## src/rtl/score_digit_scheduler.sv

```systemverilog
// score_digit_scheduler
// Converts a binary score to BCD (sequential double-dabble), then walks the
// digits one per cycle through a shared single-digit 13-segment decoder that
// has one registered cycle of latency, capturing each returned pattern into a
// per-digit bank read by the score renderer.
// Optional build macro: LEADING_ZERO_BLANK_EN -- when defined, digits above the
// most significant nonzero digit are written as all-off (digit 0 always shown).
module score_digit_scheduler #(
  parameter int NUM_DIGITS = 4,
  parameter int SCORE_W    = 14
) (
  input  logic                      clk,
  input  logic                      reset,
  input  logic                      score_valid,
  input  logic [SCORE_W-1:0]        score,
  output logic                      busy,
  output logic [3:0]                seg_number,
  input  logic [12:0]               seg_in,
  output logic [13*NUM_DIGITS-1:0]  seg_bank,
  output logic                      update_done
);

  localparam int BCD_W = 4 * NUM_DIGITS;
  localparam int CNT_W = $clog2(SCORE_W + NUM_DIGITS + 2);

  function automatic logic [63:0] pow10(input int n);
    logic [63:0] p;
    p = 64'd1;
    for (int i = 0; i < n; i++) p = p * 64'd10;
    return p;
  endfunction

  localparam logic [63:0] MAX_SCORE = pow10(NUM_DIGITS) - 64'd1;

  // Saturate to all nines so the value always fits the displayed digits.
  function automatic logic [SCORE_W-1:0] clamp_score(input logic [SCORE_W-1:0] s);
    logic [63:0] w;
    w = 64'(s);
    if (w > MAX_SCORE) w = MAX_SCORE;
    return w[SCORE_W-1:0];
  endfunction

  // One double-dabble iteration: correct every nibble >= 5, then shift in a bit.
  function automatic logic [BCD_W-1:0] dabble_step(input logic [BCD_W-1:0] b,
                                                   input logic bit_in);
    logic [BCD_W-1:0] t;
    t = b;
    for (int k = 0; k < NUM_DIGITS; k++) begin
      if (t[4*k +: 4] >= 4'd5) t[4*k +: 4] = t[4*k +: 4] + 4'd3;
    end
    return {t[BCD_W-2:0], bit_in};
  endfunction

`ifdef LEADING_ZERO_BLANK_EN
  // Bit k set when digit k lies above the most significant nonzero digit.
  function automatic logic [NUM_DIGITS-1:0] blank_mask(input logic [BCD_W-1:0] b);
    logic [NUM_DIGITS-1:0] m;
    logic                  seen;
    m    = '0;
    seen = 1'b0;
    for (int k = NUM_DIGITS - 1; k >= 1; k--) begin
      if (b[4*k +: 4] != 4'd0) seen = 1'b1;
      m[k] = ~seen;
    end
    return m;
  endfunction
`endif

  typedef enum logic [1:0] {S_IDLE, S_CONVERT, S_FEED, S_DONE} state_t;

  state_t                   state_q;
  logic [CNT_W-1:0]         cnt_q;
  logic                     busy_q;
  logic                     done_q;
  logic                     pend_q;
  logic [3:0]               seg_number_q;
  logic [13*NUM_DIGITS-1:0] seg_bank_q;
  logic [SCORE_W-1:0]       bin_q;
  logic [BCD_W-1:0]         bcd_q;
  logic [SCORE_W-1:0]       pend_score_q;

  logic [BCD_W-1:0]         bcd_step;
  logic                     last_conv;
  logic                     last_feed;
  logic                     load_new;
  logic                     capture_pend;
  logic [SCORE_W-1:0]       load_value;
  logic [3:0]               next_digit;
  logic [12:0]              bank_wr [NUM_DIGITS];

  assign bcd_step     = dabble_step(bcd_q, bin_q[SCORE_W-1]);
  assign last_conv    = (cnt_q == CNT_W'(SCORE_W - 1));
  assign last_feed    = (cnt_q == CNT_W'(NUM_DIGITS));
  assign load_new     = ((state_q == S_IDLE) && score_valid) ||
                        ((state_q == S_DONE) && (score_valid || pend_q));
  assign capture_pend = score_valid && ((state_q == S_CONVERT) || (state_q == S_FEED));
  // A pulse arriving in DONE is the newest request, so it wins over the pending one.
  assign load_value   = ((state_q == S_DONE) && !score_valid) ? pend_score_q
                                                              : clamp_score(score);

  // Digit to present to the decoder on the next FEED cycle (holds once all sent).
  always_comb begin
    next_digit = seg_number_q;
    for (int k = 1; k < NUM_DIGITS; k++) begin
      if (cnt_q == CNT_W'(k - 1)) next_digit = bcd_q[4*k +: 4];
    end
  end

  // Pattern written into each bank slot when its decoder result returns.
  always_comb begin
`ifdef LEADING_ZERO_BLANK_EN
    logic [NUM_DIGITS-1:0] mask;
    mask = blank_mask(bcd_q);
`endif
    for (int k = 0; k < NUM_DIGITS; k++) begin
      bank_wr[k] = seg_in;
`ifdef LEADING_ZERO_BLANK_EN
      if (mask[k]) bank_wr[k] = '0;
`endif
    end
  end

  // Control FSM with registered outputs and the segment bank.
  always_ff @(posedge clk) begin
    if (reset) begin
      state_q      <= S_IDLE;
      cnt_q        <= '0;
      busy_q       <= 1'b0;
      done_q       <= 1'b0;
      pend_q       <= 1'b0;
      seg_number_q <= '0;
      seg_bank_q   <= '0;
    end else begin
      done_q <= 1'b0;
      if (capture_pend) pend_q <= 1'b1;
      case (state_q)
        S_IDLE: begin
          if (score_valid) begin
            state_q <= S_CONVERT;
            cnt_q   <= '0;
            busy_q  <= 1'b1;
          end
        end
        S_CONVERT: begin
          cnt_q <= cnt_q + CNT_W'(1);
          if (last_conv) begin
            state_q      <= S_FEED;
            cnt_q        <= '0;
            seg_number_q <= bcd_step[3:0];
          end
        end
        S_FEED: begin
          cnt_q        <= cnt_q + CNT_W'(1);
          seg_number_q <= next_digit;
          for (int k = 0; k < NUM_DIGITS; k++) begin
            if (cnt_q == CNT_W'(k + 1)) seg_bank_q[13*k +: 13] <= bank_wr[k];
          end
          if (last_feed) begin
            state_q <= S_DONE;
            cnt_q   <= '0;
            busy_q  <= 1'b0;
            done_q  <= 1'b1;
          end
        end
        S_DONE: begin
          pend_q <= 1'b0;
          if (load_new) begin
            state_q <= S_CONVERT;
            cnt_q   <= '0;
            busy_q  <= 1'b1;
          end else begin
            state_q <= S_IDLE;
          end
        end
        default: state_q <= S_IDLE;
      endcase
    end
  end

  // Conversion datapath and pending score; no reset needed, loaded before use.
  always_ff @(posedge clk) begin
    if (load_new) begin
      bin_q <= load_value;
      bcd_q <= '0;
    end else if (state_q == S_CONVERT) begin
      bin_q <= {bin_q[SCORE_W-2:0], 1'b0};
      bcd_q <= bcd_step;
    end
    if (capture_pend) pend_score_q <= clamp_score(score);
  end

  assign busy        = busy_q;
  assign update_done = done_q;
  assign seg_number  = seg_number_q;
  assign seg_bank    = seg_bank_q;

endmodule

```

## config.mk

```make
export PLATFORM = sky130hd
export DESIGN_NAME = score_digit_scheduler
export DESIGN_NICKNAME = d
export VERILOG_FILES = /design/src/rtl/score_digit_scheduler.sv
export SDC_FILE = /design/constraint.sdc
export NUM_CORES = 1
export LEC_CHECK = 0
export BUFFER_PORTS_ARGS = -buffer_cell sky130_fd_sc_hd__buf_4
export CAP_MARGIN = 20
export CORE_ASPECT_RATIO = 1.2
export CORE_MARGIN = 1
export CORE_UTILIZATION = 55
export DETAILED_ROUTE_END_ITERATION = 10
export PLACE_DENSITY = 0.76
export SYNTH_ARGS = -nofsm -noshare
export SYNTH_HDL_FRONTEND = slang
export SYNTH_SLANG_ARGS = --single-unit
```

## constraint.sdc

```tcl
create_clock -name clk -period 3.9 [get_ports clk]
set_clock_uncertainty 0.15 [all_clocks]
set_input_delay 0.195 -clock clk [delete_from_list [all_inputs] [get_ports clk]]
set_output_delay 0.195 -clock clk [all_outputs]
set_load 0.01 [all_outputs]
```

==> out/metrics.yaml <==
worstReg2RegStart: "state_q[1]$_SDFFE_PP0P_"
worstHoldStart: "score[12]"
grt.overflow.total: 0
tightest_slew_ns: 0.9367
initial_core_util_pct: 56.83
synth_top_family_by_area: "simple AND/OR/NAND/NOR gates"
syn2layout_area_growth_pct: 23.91
first_pass_iters: 4
yosysWarnings: 0
nets: 696
ys_seq_area_share_pct: 51.00
path_cells: "inv_1, ha_1, buf_4, inv_1, nand3_1"
cp.buffers_inverters: 3
cts_resized: 0
maxCapViolations: 0
fin_crit_sh_pct: 57.13
vias_per_cell: 5.436
syn-num-nets: 601
fillers: 698
multi_input_area_sq_um: 2193
synth_simple_gate_area_share_pct: 21.41
synth_cells: 554
cts_root_buf: "clkbuf_8"
grt.total_usage_pct: 25.13
drc: 0
rsz0062_at_grt: "false"
synthXorXnorAreaFrac_pct: 1.620
wl_per_cell_um: 14.46
worstHoldEndpoint: "pend_score_q[12]$_DFFE_PP_"
htree_levels: 3
crit_top_cell: "inv_1"
synthAdderAreaFrac_pct: 4.370
hold_path.class: "in2reg"
synth.distinct_cells: 44
dpl.hpwl_um: 7721
critPathSlowestCell: "nand3_1"
powerDensity_nw_per_um2: 512.2
routed_wl_um: 11150
cts_sinks: 110
die_h_um: 105.1
portBuffers: 87
postCtsSetupBuffers: 0
crit_path_end_kind: "register"
hold_depth: 2
grt_pass1_vias: 3908
grt_first_pass_wirelength_um: 18120
startpoint_type: "register"
max_slew_margin_pct: 37.33
grt_max_degree: 63
utilization_pct: 70.42
die_w_um: 87.88
status: "finished, final reports clean"
drive_above_1_share_pct: 17.28
pin_count: 88
detail_route.iter0.violations: 189
fmax_mhz: 448.8
dieArea_sq_um: 9231
antennaDiodeCount: 0
worst-path-stages: 5
cts_buffers: 9
reg2reg_slack_ns: 1.67
muxShareOfSynthArea_pct: 3.290
synth_compound_area_share_pct: 14.37
critPathRequiredTime_ns: 3.69
tns_ns: 0
tritoncts: "built"
ant_nets: 0
arrival_ns: 2.01
vias: 4191
gp_congestion: 0.8389
worstReg2RegEnd: "bin_q[0]$_SDFFCE_PP0P_"
async_flop_share_pct: 0
syn-mean-instance-area_sq_um: 8.786
final_max_slew_viol_count: 0
ff2ff_path_depth: 5
synth_seq_cells: 110
crit_family: "buffers and inverters"
core.rowCount: 37
cpPeakStageDelay_ns: 0.52
critPathMaxFanout: 22
synth_edf_count: 28
finalCriticalPeriod_ns: 2.228
synth.cell_area_sq_um: 4867
clk_pin_slew_ns: 0.10
hold_viol_final: 0
clock_latency_ns: 0.37
irDropWorstVdd_uv: 322.3
antenna_found_initial: 0
leakagePower_nw: 2.335
worst-setup-path-type: "reg2reg"
cts_buffer_depth: 2
synth-main-ff-cell: "dfxtp_1"
core_sq_um: 8564
register_area_sq_um: 2482
setup_viol: 0
hold_slack_ns: 0.02326
placed cells by master (no fill, tap or decap), drive strengths merged, types with 2 or more instances in the layout:
cell type	Yosys	layout
nand2	121	121
buf	6	90
dfxtp	82	82
a21oi	72	72
nor2	32	32
nand3	30	30
edfxtp	28	28
dlygate4sd3	0	25
inv	19	21
o21ai	19	19
ha	17	17
mux2i	16	16
nand2b	13	13
a31oi	11	11
clkbuf	25	11
nor3	9	9
a211oi	6	6
and2	5	5
xnor2	5	5
nor2b	4	4
a221oi	4	4
xor2	4	4
and3	3	3
o211ai	3	3
clkinv	0	3
o21bai	2	2
nand4	2	2
nor4b	2	2
nor3b	2	2
or3	2	2
kinds of logic after synthesis:
| kind of cell | Yosys count |
|---|---|
| multiplexers | 16 |
| AND/OR/NAND/NOR | 229 |
| XOR/XNOR | 9 |
| AO/OA/AOI/OAI | 123 |
| buffers and inverters | 50 |
| flip-flops | 110 |
| adder cells (fa/ha/maj) | 17 |
synth_stat cells (6+ instances only):
master	count	share of area, %
nor2_1	32	2.5
dfxtp_1	82	34
a211oi_1	6	0.93
clkbuf_1	25	1.9
nand2_1	121	9.3
a31oi_1	11	1.4
edfxtp_1	28	17
nand2b_1	13	1.7
a21oi_1	71	7.3
mux2i_1	16	3.3
ha_1	17	4.4
nor3_1	8	0.82
inv_1	19	1.5
o21ai_0	18	1.9
nand3_1	29	3.0
registers in the layout, summed over array words and instances, names as in the netlist, 2 cells and up:
name,count
seg_bank,52
bcd_q,16
bin_q,14
pend_score_q,14
cnt_q,5
seg_number,4
state_q,2
report_power, final:
part           internal, W  switching [W]  total (W)
clock network     0.000274       0.000386   0.000660
registers          0.00141      0.0000925    0.00150
logic             0.000362       0.000564   0.000926
total              0.00205        0.00104    0.00309
how the worst max path moves through the flow:
stage	startpoint	end	slack, ns
after floorplan	state_q[1]$_SDFFE_PP0P_	bin_q[5]$_DFFE_PP_	1.96
after global placement	state_q[1]$_SDFFE_PP0P_	bin_q[9]$_DFFE_PP_	1.45
after detailed placement	state_q[1]$_SDFFE_PP0P_	bin_q[10]$_DFFE_PP_	1.32
after CTS	state_q[1]$_SDFFE_PP0P_	bin_q[10]$_DFFE_PP_	1.30
after global routing	cnt_q[0]$_SDFFE_PP0P_	seg_bank[17]$_SDFFE_PP0P_	1.42
final	state_q[1]$_SDFFE_PP0P_	bin_q[0]$_SDFFCE_PP0P_	1.67
area by class of cell:
class,count,area share (%)
inverter,19,1.183
multi-input combinational,394,36.37
sequential,110,41.16
timing repair buffer,115,15.68
clock inverter,5,0.6639
clock buffer,11,2.510
tap,117,2.427
timing repair:
item | 4_1_cts | 5_1_grt
hold endpoints to repair | 64 | 0
hold buffers | 25 | 0
endpoints found under the setup margin | 0 | 0
layer usage:
layer  wire length [um]  up-vias  GRT usage [%]
met3                609       16          3.791
met1               4672     1960          30.10
met4                182        0          11.01
met5                  0        -              0
li1                   -     2090              -
met2               5683      125          43.69
metrics by stage:
stage	power, W	area [sq um]	setup WS, ns	instances
final	0.003089	6031	1.672	771
after global routing	0.003272	6031	1.421	771
after CTS	0.003077	6003	1.305	770
after detailed placement	0.002405	5562	1.316	729
after global placement	0.002365	5562	1.450	729
after floorplan	0.002143	4867	1.962	554
(Power assumes the default switching activity.)
